==> src/rtl/register_file_pkg.sv <==
// Shared types and constants for the architectural register file and its neighbours.
// Latency: n/a (declarations only).
// Backpressure: n/a.
//
// Contents: register/ROB index widths, the zero-register index, the ROB-index
// type shared with the reorder buffer and instruction unit, and the packed
// commit record fed to the read-port bypass.
package register_file_pkg;

    localparam int ROB_WIDTH     = 4;
    localparam int REG_IDX_WIDTH = 5;
    localparam int REG_COUNT     = 1 << REG_IDX_WIDTH;
    localparam int DATA_WIDTH    = 32;

    typedef logic [ROB_WIDTH-1:0]     robIdT;
    typedef logic [REG_IDX_WIDTH-1:0] regIdxT;
    typedef logic [DATA_WIDTH-1:0]    regDataT;

    // x0 is hard-wired to zero: never renamed, never written.
    localparam regIdxT ZERO_REG = '0;

    // One commit from the reorder buffer, bundled for the bypass path.
    typedef struct packed {
        logic    valid;
        regIdxT  dest;
        robIdT   robId;
        regDataT value;
    } commitT;

    // True for any register that can actually hold state.
    function automatic logic isArchDest(input regIdxT idx);
        return idx != ZERO_REG;
    endfunction

endpackage

==> src/rtl/register_file_if.sv <==
// Bus between the register file and its producers/consumers (ROB commit, rename, operand reads).
// Latency: n/a (wiring only); read results are combinational in the same cycle.
// Backpressure: none; every strobe is accepted unconditionally.
//
// master: reorder buffer + instruction unit side (drives clear/commit/rename/read indices).
// slave : register file side (returns busy/dep/value per source operand).
interface register_file_if;
    import register_file_pkg::*;

    // flush and commit from the reorder buffer
    logic    clear;
    logic    regUpdateValid;
    regIdxT  regUpdateDest;
    regDataT regValue;
    robIdT   regUpdateRobId;

    // rename from the instruction unit
    logic    renameValid;
    regIdxT  renameDest;
    robIdT   renameRobId;

    // source operand lookups
    regIdxT  rs1Index;
    logic    rs1Busy;
    robIdT   rs1Dep;
    regDataT rs1Value;
    regIdxT  rs2Index;
    logic    rs2Busy;
    robIdT   rs2Dep;
    regDataT rs2Value;

    modport master (
        output clear, regUpdateValid, regUpdateDest, regValue, regUpdateRobId,
        output renameValid, renameDest, renameRobId,
        output rs1Index, rs2Index,
        input  rs1Busy, rs1Dep, rs1Value,
        input  rs2Busy, rs2Dep, rs2Value
    );

    modport slave (
        input  clear, regUpdateValid, regUpdateDest, regValue, regUpdateRobId,
        input  renameValid, renameDest, renameRobId,
        input  rs1Index, rs2Index,
        output rs1Busy, rs1Dep, rs1Value,
        output rs2Busy, rs2Dep, rs2Value
    );

endinterface

==> src/rtl/register_file_read_port.sv <==
// One source-operand lookup: resolves x0, committed value, same-cycle commit bypass or ROB dependency.
// Latency: combinational, zero cycles.
// Backpressure: none.
//
// Ports: index (register read), entryBusy/entryTag/entryValue (stored state of
// that register), commit (same-cycle ROB commit), busy/dep/value (result).
module register_file_read_port
    import register_file_pkg::*;
(
    input  regIdxT  index,
    input  logic    entryBusy,
    input  robIdT   entryTag,
    input  regDataT entryValue,
    input  commitT  commit,
    output logic    busy,
    output robIdT   dep,
    output regDataT value
);

    // The bypass only fires when the committing entry is exactly the producer
    // this register is waiting on; an older commit to the same register must
    // not satisfy a reader that depends on a newer rename.
    logic bypassHit;

    always_comb begin
        bypassHit = commit.valid
                 && (commit.dest == index)
                 && (commit.robId == entryTag);
    end

    always_comb begin
        busy  = 1'b0;
        dep   = '0;
        value = '0;
        if (index == ZERO_REG) begin
            // x0 reads as a ready zero regardless of any stray state
        end else if (!entryBusy) begin
            value = entryValue;
        end else if (bypassHit) begin
            value = commit.value;
        end else begin
            busy = 1'b1;
            dep  = entryTag;
        end
    end

endmodule

==> src/rtl/register_file.sv <==
// Architectural register file (32 x 32b) with per-register busy bit and ROB rename tag.
// Latency: reads combinational (zero cycles); commit/rename/clear take effect at the next clockIn edge.
// Backpressure: none; one commit and one rename accepted every cycle.
//
// Ports: clockIn (rising-edge clock), resetIn (synchronous, active high),
// bus (register_file_if.slave: clear, commit, rename, two read ports).
module register_file
    import register_file_pkg::*;
(
    input  logic           clockIn,
    input  logic           resetIn,
    register_file_if.slave bus
);

    regDataT              valueMem [REG_COUNT];
    robIdT                tagMem   [REG_COUNT];
    logic [REG_COUNT-1:0] busyMem;

    // Per-register decode of this cycle's commit and rename.
    logic [REG_COUNT-1:0] commitHit;
    logic [REG_COUNT-1:0] renameHit;

    always_comb begin
        commitHit = '0;
        renameHit = '0;
        if (bus.regUpdateValid && isArchDest(bus.regUpdateDest)) begin
            commitHit[bus.regUpdateDest] = 1'b1;
        end
        // a flush squashes the rename issued in the same cycle
        if (bus.renameValid && !bus.clear && isArchDest(bus.renameDest)) begin
            renameHit[bus.renameDest] = 1'b1;
        end
    end

    always_ff @(posedge clockIn) begin
        if (resetIn) begin
            busyMem <= '0;
            for (int i = 0; i < REG_COUNT; i++) begin
                valueMem[i] <= '0;
                tagMem[i]   <= '0;
            end
        end else begin
            for (int i = 0; i < REG_COUNT; i++) begin
                // Commits are older than anything being flushed, so the
                // value lands even under clear.
                if (commitHit[i]) begin
                    valueMem[i] <= bus.regValue;
                end

                // Busy/tag priority: flush, then rename, then matching commit.
                // A commit whose ROB id differs from the current tag belongs to
                // an older rename and must leave the newer dependency intact.
                if (bus.clear) begin
                    busyMem[i] <= 1'b0;
                end else if (renameHit[i]) begin
                    busyMem[i] <= 1'b1;
                    tagMem[i]  <= bus.renameRobId;
                end else if (commitHit[i] && busyMem[i]
                             && (tagMem[i] == bus.regUpdateRobId)) begin
                    busyMem[i] <= 1'b0;
                end
            end
        end
    end

    commitT commitBus;

    always_comb begin
        commitBus.valid = bus.regUpdateValid;
        commitBus.dest  = bus.regUpdateDest;
        commitBus.robId = bus.regUpdateRobId;
        commitBus.value = bus.regValue;
    end

    // Reads see state before this cycle's rename, so an instruction's sources
    // never depend on its own destination.
    register_file_read_port rs1Port (
        .index      (bus.rs1Index),
        .entryBusy  (busyMem[bus.rs1Index]),
        .entryTag   (tagMem[bus.rs1Index]),
        .entryValue (valueMem[bus.rs1Index]),
        .commit     (commitBus),
        .busy       (bus.rs1Busy),
        .dep        (bus.rs1Dep),
        .value      (bus.rs1Value)
    );

    register_file_read_port rs2Port (
        .index      (bus.rs2Index),
        .entryBusy  (busyMem[bus.rs2Index]),
        .entryTag   (tagMem[bus.rs2Index]),
        .entryValue (valueMem[bus.rs2Index]),
        .commit     (commitBus),
        .busy       (bus.rs2Busy),
        .dep        (bus.rs2Dep),
        .value      (bus.rs2Value)
    );

endmodule

==> src/flat_wrapper.sv <==
// flat-port wrapper written by rule: the top's interface ports become plain ports
module register_file_flat import register_file_pkg::*;
  (clockIn, resetIn, bus_clear, bus_regUpdateValid, bus_regUpdateDest, bus_regValue, bus_regUpdateRobId, bus_renameValid, bus_renameDest, bus_renameRobId, bus_rs1Index, bus_rs2Index, bus_rs1Busy, bus_rs1Dep, bus_rs1Value, bus_rs2Busy, bus_rs2Dep, bus_rs2Value);
  register_file_if bus_i ();
  input  logic clockIn;
  input  logic resetIn;
  input wire logic [$bits(bus_i.clear)-1:0] bus_clear;
  input wire logic [$bits(bus_i.regUpdateValid)-1:0] bus_regUpdateValid;
  input wire logic [$bits(bus_i.regUpdateDest)-1:0] bus_regUpdateDest;
  input wire logic [$bits(bus_i.regValue)-1:0] bus_regValue;
  input wire logic [$bits(bus_i.regUpdateRobId)-1:0] bus_regUpdateRobId;
  input wire logic [$bits(bus_i.renameValid)-1:0] bus_renameValid;
  input wire logic [$bits(bus_i.renameDest)-1:0] bus_renameDest;
  input wire logic [$bits(bus_i.renameRobId)-1:0] bus_renameRobId;
  input wire logic [$bits(bus_i.rs1Index)-1:0] bus_rs1Index;
  input wire logic [$bits(bus_i.rs2Index)-1:0] bus_rs2Index;
  output wire logic [$bits(bus_i.rs1Busy)-1:0] bus_rs1Busy;
  output wire logic [$bits(bus_i.rs1Dep)-1:0] bus_rs1Dep;
  output wire logic [$bits(bus_i.rs1Value)-1:0] bus_rs1Value;
  output wire logic [$bits(bus_i.rs2Busy)-1:0] bus_rs2Busy;
  output wire logic [$bits(bus_i.rs2Dep)-1:0] bus_rs2Dep;
  output wire logic [$bits(bus_i.rs2Value)-1:0] bus_rs2Value;
  assign bus_i.clear = bus_clear;
  assign bus_i.regUpdateValid = bus_regUpdateValid;
  assign bus_i.regUpdateDest = bus_regUpdateDest;
  assign bus_i.regValue = bus_regValue;
  assign bus_i.regUpdateRobId = bus_regUpdateRobId;
  assign bus_i.renameValid = bus_renameValid;
  assign bus_i.renameDest = bus_renameDest;
  assign bus_i.renameRobId = bus_renameRobId;
  assign bus_i.rs1Index = bus_rs1Index;
  assign bus_i.rs2Index = bus_rs2Index;
  assign bus_rs1Busy = bus_i.rs1Busy;
  assign bus_rs1Dep = bus_i.rs1Dep;
  assign bus_rs1Value = bus_i.rs1Value;
  assign bus_rs2Busy = bus_i.rs2Busy;
  assign bus_rs2Dep = bus_i.rs2Dep;
  assign bus_rs2Value = bus_i.rs2Value;
  register_file u_core (.clockIn(clockIn), .resetIn(resetIn), .bus(bus_i));
endmodule
==> config.mk <==
export PLATFORM = sky130hd
export DESIGN_NAME = register_file_flat
export DESIGN_NICKNAME = d
export VERILOG_FILES = /design/src/rtl/register_file_pkg.sv /design/src/rtl/register_file_if.sv /design/src/rtl/register_file_read_port.sv /design/src/rtl/register_file.sv /design/src/flat_wrapper.sv
export SDC_FILE = /design/constraint.sdc
export NUM_CORES = 2
export LEC_CHECK = 0
export CORE_UTILIZATION = 35
export DETAILED_ROUTE_END_ITERATION = 8
export GPL_TIMING_DRIVEN = 0
export MAX_ROUTING_LAYER = met4
export SLEW_MARGIN = 10
export SYNTH_ARGS = -nofsm -noshare
export SYNTH_HDL_FRONTEND = slang
export SYNTH_SLANG_ARGS = --single-unit
export TNS_END_PERCENT = 100
==> constraint.sdc <==
create_clock -name clockIn -period 4.4 [get_ports clockIn]
set_input_delay 0.88 -clock clockIn [delete_from_list [all_inputs] [get_ports clockIn]]
set_output_delay 0.88 -clock clockIn [all_outputs]
set_load 0.01 [all_outputs]
==> results.sh <==
export IMPL_dieArea_um2=176600
export IMPL_crit_arrival_ps=3920
export IMPL_synth_top_area_share_pct=56.49
export IMPL_clkSinkCount=1184
export IMPL_rows=153
export IMPL_critPathLaunchType="flip-flop"
export IMPL_hold_viol_final=0
export IMPL_slew_limit_headroom_pct=4.923
export IMPL_synthDistinctLibCells=68
export IMPL_die_y_um=420.3
export IMPL_clk_latency_ps=800
export IMPL_fin_crit_ps=4801
export IMPL_drive_above_1_share_pct=30.08
export IMPL_required_ps=3520
export IMPL_io_buffers=123
export IMPL_track_usage_pct=28.76
export IMPL_first_pass_iters=6
export IMPL_rr_startpoint="u_core.tagMem[24][1]"
export IMPL_drv_slew=0
export IMPL_antenna_found_initial=7
export IMPL_htreeDepth=4
export IMPL_power_density_nw_per_um2=393.2
export IMPL_nets=4750
export IMPL_critPathLaunch="u_core.tagMem[20][1]"
export IMPL_grt_pass1_wl_um=339100
export IMPL_gp_congestion=0.9868
export IMPL_status="finished, violations left"
export IMPL_antenna_left=0
export IMPL_clk_pin_slew_ps=60
export IMPL_grt_max_degree=33
export IMPL_coreArea_um2=173800
export IMPL_grt_pass1_vias=42914
export IMPL_wl_per_cell_um=35.18
export IMPL_synth_area_leaders="edfxtp_1, mux4_2, mux2i_1, nor2_1, xnor2_1"
export IMPL_numCtsBuffers=130
export IMPL_syn_to_final_growth_pct=22.00
export IMPL_hp_class="flip-flop to flip-flop"
export IMPL_synth_edff_count=1152
export IMPL_cts_tree="yes"
export IMPL_worstMarginPinSlew_ps=1426
export IMPL_drv_cap=0
export IMPL_avgSynthCellArea_um2=14.41
export IMPL_fin_ws_ps=-400.9
export IMPL_vias=43997
export IMPL_p_total_mw=29.37
export IMPL_synth_cell_area_um2=61240
export IMPL_drt_total_wl_um=250400
export IMPL_rsz0062_at_grt="yes"
export IMPL_place_ws_ps=-3534
export IMPL_root_buffer="clkbuf_16"
export IMPL_dp_hpwl_um=177700
export IMPL_gr_total_overflow=0
export IMPL_fmax_mhz=208.3
export IMPL_cp_max_fo=6
export IMPL_setup_viol=66
export IMPL_postCtsHoldBufs=0
export IMPL_seq_area_frac_synth_pct=57.54
export IMPL_die_x_um=420.3
export IMPL_drtIter0Drc=7030
export IMPL_viasPerCell=6.180
export IMPL_hp_start="u_core.busyMem[0]"
export IMPL_start_util_pct=35.23
export IMPL_ys_async_sr_fraction_pct=0
export IMPL_synth_warning_count=0
export IMPL_cts_buffer_depth=3
export IMPL_synth_main_ff_cell="edfxtp_1"
export IMPL_synthCells=4251
export IMPL_p_leak_nw=25.67
export IMPL_finalCritPeriodShare_pct=109.1
export IMPL_yosysTopAreaCell="edfxtp_1"
export IMPL_vdd_drop_max_mv=0.4505
export IMPL_skew_ps=13.96
export IMPL_crit_path_end_kind="output pin"
export IMPL_critical_path_class="flip-flop to output pin"
export IMPL_failed_checks="negative setup slack"
export IMPL_drc=0
export IMPL_ioPinCount=139
export IMPL_yosys_register_bits=1184
[synth_stat cells (7+ instances only)]
cell type and number:
a211oi_1 7, a21o_1 7, a21oi_1 141, a221oi_1 61
a22oi_1 70, and3_1 11, buf_1 36, buf_2 55
buf_4 29, buf_6 30, clkbuf_1 257, dfxtp_1 32
edfxtp_1 1152, inv_1 75, mux2_2 24, mux2i_1 382
mux4_1 12, mux4_2 447, nand2_1 124, nand2b_1 97
nand3_1 8, nand4_1 32, nor2_1 634, nor2b_1 10
nor3_1 7, nor3b_1 11, nor4_1 7, o211ai_1 61
o21ai_0 144, o21ai_1 65, xnor2_1 116, xor2_1 22
[layout make-up]
class                      count  area (um^2)
fill                       15757        99120
sequential                  1184        35230
multi-input combinational   2618        25740
buffer                       406         3523
clock buffer                 173         3487
tap                         2325         2909
timing repair buffer         270         2882
clock inverter                61        636.9
inverter                      75        281.5
antenna                        7        17.52
[through the flow]
stage          hold slack, ps  instance area [um^2]  utilization (%)  TNS (ps)  instances
3_3_place_gp            439.4                 65510            37.69   -968480       6734
3_5_place_dp            450.8                 66240            38.11   -249890       6765
5_1_grt                 483.5                 74700            42.98    -19810       7118
2_1_floorplan           427.7                 61370                -         0       4286
4_1_cts                 460.0                 73950            42.55    -15830       7075
6_report                464.2                 74710            42.98    -16930       7119
[routing by layer]
layer | up-vias | track usage [%] | share of wire, %
met4 | 0 | 18.64 | 7.6
met2 | 3184 | 42.94 | 45
met1 | 22690 | 34.51 | 36
li1 | 17411 | - | -
met5 | - | - | 0
met3 | 712 | 7.401 | 11
[path summary, 6_finish.rpt]
path / to / slack, ps / cells after the start
hold / removal: u_core.busyMem[0] / 460 / 2
hold reg to reg: u_core.busyMem[0] / 460 / 2
setup / recovery: bus_rs1Value[15] / -400 / 10
setup reg to reg: u_core.busyMem[24] / 2720 / 6
[cell families (layout without fill, tap and decap cells)]
kind of cell | count (synthesis) | after routing | share of synthesized area (%)
flip-flops | 1184 | 1184 | 57.54
multiplexers | 866 | 866 | 23.68
AO/OA/AOI/OAI | 603 | 603 | 6.205
AND/OR/NAND/NOR | 975 | 975 | 6.927
buffers and inverters | 484 | 985 | 3.670
other | 1 | 43 | 0.006124
XOR/XNOR | 138 | 138 | 1.974
[worst max-delay path, cell delays in order (launching register included)]
cell	delay (ps)
edfxtp_1	490
mux4_4	660
a211oi_2	310
or3_4	180
nand3_2	50
or4b_4	560
buf_12	190
buf_16	150
buf_12	130
o21ai_4	230
buf_6	150
[state kept, by name, indices dropped and copies added, names as in the netlist]
register,cells
u_core.valueMem,1024
u_core.busyMem,32
u_core.tagMem,128
[layout by cell type, fill, tap and decap left out, types with 22 or more instances in the layout]
cell             synthesis  layout
buf_2                   55      56
clkbuf_4                 0      28
o21ai_2                  3      97
nor2_1                 634     630
nand4_1                 32      32
inv_1                   75      75
mux4_2                 447     451
clkbuf_16                0     141
mux2i_1                382     369
o21ai_4                  0      27
xnor2_1                116     115
buf_8                    1      26
a22oi_1                 70      64
dfxtp_1                 32      32
xor2_1                  22      22
clkbuf_1               257     200
clkinv_1                 0      26
buf_12                   1      77
a21oi_2                  1      41
a221oi_2                 0      42
edfxtp_1              1152    1152
clkbuf_8                 0      27
a21oi_1                141      89
o211ai_1                61      61
nand2_1                124     115
o21ai_1                 65      48
buf_6                   30      69
o21ai_0                144      40
buf_4                   29     100
clkbuf_2                 0      34
nand2b_1                97      71
conb_1                   1      36
clkdlybuf4s50_1          0      45
[power by group]
| part | internal [mW] | switching, mW |
|---|---|---|
| sequential | 13.2 | 0.413 |
| combinational | 1.99 | 2.88 |
| clock | 6.05 | 4.85 |
[timing repair]
item,in CTS,in global routing
setup endpoints to repair,74,70
setup buffers,69,39
cloned,8,3
gates resized for setup,1206,112
pin swaps,72,56
(Power assumes the default switching activity.)
